**config.mk**
```make
export PLATFORM = sky130hd
export DESIGN_NAME = daq_arbiter
export DESIGN_NICKNAME = d
export VERILOG_FILES = /design/src/rtl/daq_arbiter.sv
export SDC_FILE = /design/constraint.sdc
export NUM_CORES = 1
export LEC_CHECK = 0
export CORE_MARGIN = 2
export CORE_UTILIZATION = 39
export DETAILED_ROUTE_END_ITERATION = 8
export SLEW_MARGIN = 20
export SYNTH_ARGS = -nofsm -noshare
export SYNTH_HDL_FRONTEND = slang
export SYNTH_SLANG_ARGS = --single-unit
```
**constraint.sdc**
```tcl
create_clock -name clk -period 3.4 [get_ports clk]
set_input_delay 0.34 -clock clk [delete_from_list [all_inputs] [get_ports clk]]
set_output_delay 0.34 -clock clk [all_outputs]
set_load 0.03 [all_outputs]
```
**src/rtl/daq_arbiter.sv**
```systemverilog
// daq_arbiter: round-robin grant of the DAQ packet buffer to NDAQ sources, with word counting and stall/overrun abort.
// Optional per-source packet/abort counters are enabled by defining DAQ_ARB_STATS_EN.
module daq_arbiter #(
  parameter int NDAQ      = 4,
  parameter int MAX_WORDS = 64,
  parameter int TIMEOUT   = 1024,
  parameter int FREE_BITS = 13,
  parameter int LEN_BITS  = 11
) (
  input  logic                    clk,
  input  logic                    rst_n,
  input  logic [NDAQ-1:0]         daq_req,
  input  logic [NDAQ-1:0]         daq_valid,
  input  logic [NDAQ-1:0]         daq_end,
  input  logic [FREE_BITS-1:0]    buf_free,
  output logic [NDAQ-1:0]         daq_grant,
  output logic [$clog2(NDAQ)-1:0] sel,
  output logic                    busy,
  output logic                    wr_en,
  output logic                    len_wr_en,
  output logic [LEN_BITS-1:0]     len,
  output logic                    abort,
  output logic                    abort_cause
`ifdef DAQ_ARB_STATS_EN
  ,
  input  logic [$clog2(NDAQ)-1:0] stat_idx,
  output logic [31:0]             stat_pkts,
  output logic [15:0]             stat_aborts
`endif
);
  localparam int SW = $clog2(NDAQ);
  localparam int WD = $clog2(TIMEOUT);
  typedef enum logic {IDLE, ACTIVE} state_t;
  state_t state, state_d;
  logic [SW-1:0] ptr, ptr_d, sel_d, win;
  logic [NDAQ-1:0] grant_d;
  logic [LEN_BITS-1:0] cnt, cnt_d, len_d;
  logic [WD-1:0] wdog, wdog_d;
  logic found, vld, fin, room, wr_d, lwr_d, ab_d, cause_d;
  // the last loop iteration that hits is the closest set bit at or after ptr
  always_comb begin
    found = 1'b0;
    win = ptr;
    for (int k = NDAQ - 1; k >= 0; k--) begin
      if (daq_req[(int'(ptr) + k) % NDAQ]) begin
        found = 1'b1;
        win = SW'((int'(ptr) + k) % NDAQ);
      end
    end
  end
  assign vld = daq_valid[sel];
  assign fin = daq_end[sel];
  assign room = cnt < LEN_BITS'(MAX_WORDS);
  assign busy = state == ACTIVE;
  always_comb begin
    state_d = state;
    ptr_d = ptr;
    sel_d = sel;
    grant_d = '0;
    cnt_d = cnt;
    wdog_d = wdog;
    wr_d = 1'b0;
    lwr_d = 1'b0;
    len_d = len;
    ab_d = 1'b0;
    cause_d = 1'b0;
    if (state == IDLE) begin
      if (found && buf_free >= FREE_BITS'(MAX_WORDS)) begin
        grant_d = NDAQ'(1) << win;
        sel_d = win;
        cnt_d = '0;
        wdog_d = '0;
        state_d = ACTIVE;
      end
    end else begin
      wr_d = vld && room;
      cnt_d = cnt + LEN_BITS'(wr_d);
      wdog_d = vld ? '0 : wdog + 1'b1;
      ab_d = !fin && (vld ? !room : wdog == WD'(TIMEOUT - 1));
      cause_d = ab_d && vld;
      lwr_d = fin || ab_d;
      if (lwr_d) begin
        len_d = cnt_d;
        state_d = IDLE;
        ptr_d = sel == SW'(NDAQ - 1) ? '0 : sel + 1'b1;
      end
    end
  end
  always_ff @(posedge clk or negedge rst_n) begin
    if (!rst_n) begin
      state <= IDLE;
      ptr <= '0;
      sel <= '0;
      daq_grant <= '0;
      cnt <= '0;
      wdog <= '0;
      wr_en <= 1'b0;
      len_wr_en <= 1'b0;
      len <= '0;
      abort <= 1'b0;
      abort_cause <= 1'b0;
    end else begin
      state <= state_d;
      ptr <= ptr_d;
      sel <= sel_d;
      daq_grant <= grant_d;
      cnt <= cnt_d;
      wdog <= wdog_d;
      wr_en <= wr_d;
      len_wr_en <= lwr_d;
      len <= len_d;
      abort <= ab_d;
      abort_cause <= cause_d;
    end
  end
`ifdef DAQ_ARB_STATS_EN
  logic [31:0] pkts [NDAQ];
  logic [15:0] aborts [NDAQ];
  always_ff @(posedge clk or negedge rst_n) begin
    if (!rst_n) begin
      for (int i = 0; i < NDAQ; i++) begin
        pkts[i] <= '0;
        aborts[i] <= '0;
      end
    end else if (lwr_d) begin
      if (ab_d) aborts[sel] <= aborts[sel] + 1'b1;
      else pkts[sel] <= pkts[sel] + 1'b1;
    end
  end
  assign stat_pkts = int'(stat_idx) < NDAQ ? pkts[stat_idx] : '0;
  assign stat_aborts = int'(stat_idx) < NDAQ ? aborts[stat_idx] : '0;
`endif
endmodule

```
==> flow_summary.json <==
{
  "status": "finished clean",
  "synthTopCellsByCount": "dfrtp_1, nor2_1, a22o_1, nand2_1, nor3_1",
  "synth_edf_count": 0,
  "fin_setup_tns_ns": 0,
  "ys.flop_type": "dfrtp_1",
  "crit_required_ns": 3.58,
  "final-seq-area_um2": 1126,
  "yosysMostFrequentCell": "dfrtp_1",
  "critPathMostFrequentCell": "ha_1",
  "antenna_found_initial": 0,
  "gp_congestion": 0.8128,
  "fin_nets": 293,
  "maxCapViolations": 0,
  "intPower_mw": 1.180,
  "fin_skew_ns": 0.007920,
  "cts_resized": 0,
  "io_buffers": 42,
  "place_hpwl_um": 3568,
  "total_power_mw": 1.905,
  "p_sw_share_pct": 38.05,
  "post-cts-setup-buffers": 0,
  "path_cells": "or4_1 -> nor2_1 -> and2_2 -> ha_1 -> ha_1 -> nand3_2 -> nor4b_1 -> xnor2_1 -> mux2_4",
  "yosys_warnings": 0,
  "clockBufferDepth": 2,
  "pin_count": 49,
  "finalSetupViolations": 0,
  "comb_power_share_pct": 44.3,
  "ir_drop_mv": 0.3286,
  "worstMarginPinSlew_ns": 0.6646,
  "grt_setup_unrepaired": "no",
  "power_leakage_nw": 1.358,
  "fin_ws_ns": 0.3912,
  "vias": 1812,
  "post-route-period-util_pct": 88.49,
  "die_width_um": 82.45,
  "hold_buffers": 0,
  "vias_per_cell": 5.377,
  "n_antenna_cell": 0,
  "syn-cell-area_um2": 2400,
  "synth_fp_nets": 250,
  "startpoint_type": "register",
  "dpl_worst_slack_ns": 0.3766,
  "critPathLaunch": "cnt[7]",
  "final_max_slew_viol_count": 0,
  "multi_input_area_um2": 1199,
  "power.density_nw_per_um2": 644.3,
  "globalRouteOverflowTotal": 0,
  "grt_pass1_vias": 1835,
  "clock_latency_ns": 0.29,
  "coreArea_um2": 5921,
  "yosys_register_bits": 45,
  "synth_async_sr_flop_share_pct": 100.0,
  "clk_pin_slew_ns": 0.08,
  "routedWlPerCell_um": 15.06,
  "fp.dieArea_um2": 6797,
  "critPathArrivalTime_ns": 3.19,
  "final_hold_viol_count": 0,
  "power_frac_seq_pct": 38.2,
  "clockPowerShare_pct": 17.5,
  "fmax_mhz": 332.4,
  "ys_types": 48,
  "yosysSeqAreaShare_pct": 46.92,
  "path_class": "reg2reg",
  "grt_max_degree": 46,
  "synth_area_per_cell_um2": 10.96,
  "htree_levels": 2,
  "cts.sinks": 45,
  "clock-root-buffer": "clkbuf_8",
  "n_fill_cell": 541,
  "cp_slowest_stage_delay_ns": 0.56,
  "firstDrtPassIters": 4,
  "finish.utilization_pct": 49.94,
  "track_usage_pct": 17.12,
  "slowest_stage": "or4_1",
  "synth_area_leaders": "dfrtp_1, mux2_4, a22o_1, nor2_1, mux2_2",
  "slew_headroom_pct": 55.43,
  "routed_wirelength_um": 5076,
  "drt_iter0_markers": 98,
  "fin_crit_ns": 3.009,
  "endpoint_kind": "register",
  "hp-class": "in2async",
  "route.detailed.drc": 0,
  "drive_above_1_share_pct": 12.21,
  "r2r-start": "cnt[7]",
  "crit_fanout": 7,
  "die_h_um": 82.45,
  "switching_power_uw": 724.9,
  "num_rows": 28,
  "cts_tree": "built",
  "cts_buffers": 5,
  "area_growth_pct": 23.20,
  "grt_pass1_wl_um": 8935,
  "ant_nets": 0,
  "start_util_pct": 40.53,
  "synth_top_cell_area_share_pct": 46.92,
  "syn_inst": 219,
  "yosys.area.top_type": "dfrtp_1"
}
==> metal layers <==
metal | part of all wire [%] | GRT usage (%) | vias up
li1 | - | - | 893
met1 | 48 | 23.03 | 882
met2 | 48 | 28.47 | 31
met3 | 3.0 | 3.261 | 6
met4 | 1.1 | 4.167 | 0
met5 | 0 | 0 | -
==> state kept, by name, indices dropped and copies added, names as in the netlist <==
signal	cells
sel	2
wr_en	1
ptr	2
cnt	11
wdog	10
len_wr_en	1
daq_grant	4
abort	1
busy	1
len	11
abort_cause	1
==> critical path: cells and delay by family, from the launching register on <==
| family | cells | cell delay (ns) |
|---|---|---|
| AND/OR/NAND/NOR | 5 | 1.62 |
| multiplexers | 1 | 0.28 |
| XOR/XNOR | 1 | 0.16 |
| adder cells (fa/ha/maj) | 2 | 0.40 |
| flip-flops | 1 | 0.44 |
==> final cells by class <==
cell class | instances | area share [%]
flip-flops and latches | 45 | 38.09
multi-input cells | 161 | 40.54
well taps | 75 | 3.174
inverters | 5 | 0.6348
clock buffers | 7 | 2.920
repair buffers | 44 | 14.64
==> layout by cell type (no fill, tap or decap), drive strengths merged, types with 7 or more instances in the layout <==
cell           synthesis  final
o21ai                  8      8
clkbuf                 6      7
nand2                 11     11
a21o                   7      7
nor2                  19     19
a22o                  11     11
clkdlybuf4s50          0     41
mux2                  14     14
dfrtp                 45     45
nand3                  7      7
nor3                  11     11
==> cell families (layout without fill, tap and decap cells) <==
family,count (synthesis),in the layout,synth area share (%)
AO/OA/AOI/OAI,46,46,14.03
AND/OR/NAND/NOR,79,79,17.83
flip-flops,45,45,46.92
multiplexers,22,22,12.36
buffers and inverters,13,56,3.128
XOR/XNOR,10,10,3.649
adder cells (fa/ha/maj),4,4,2.086
==> worst paths after layout <==
| path | slack (ns) | depth (start not counted) | end |
|---|---|---|---|
| max in group asynchronous | 2.97 | 1 | cnt[8] |
| max reg2reg | 0.39 | 9 | len[10] |
| min | 0.04 | 1 | daq_grant[1] |
| min reg2reg | 0.49 | 1 | cnt[0] |
| min in group clk | 0.49 | 1 | cnt[0] |
| max | 0.39 | 9 | len[10] |
==> per-stage QoR <==
| stage | cell area, µm² | hold slack (ns) | instances |
|---|---|---|---|
| floorplan | 2400 | 0.04441 | 219 |
| global placement | 2868 | 0.4666 | 330 |
| detailed placement | 2868 | 0.4725 | 330 |
| CTS | 2954 | 0.2617 | 337 |
| global route | 2957 | 0.08700 | 337 |
| finish | 2957 | 0.03611 | 337 |
==> power by group through the flow <==
| stage | sequential (mW) | clock [mW] | combinational [mW] |
|---|---|---|---|
| 4_1_cts | 0.730 | 0.347 | 0.855 |
| 5_1_grt | 0.748 | 0.364 | 0.934 |
| 2_1_floorplan | 0.811 | 0 | 0.544 |
| 3_5_place_dp | 0.740 | 0 | 0.848 |
| 6_report | 0.728 | 0.334 | 0.844 |
| 3_3_place_gp | 0.736 | 0 | 0.842 |
No activity file was read; power rests on OpenSTA's default activity.
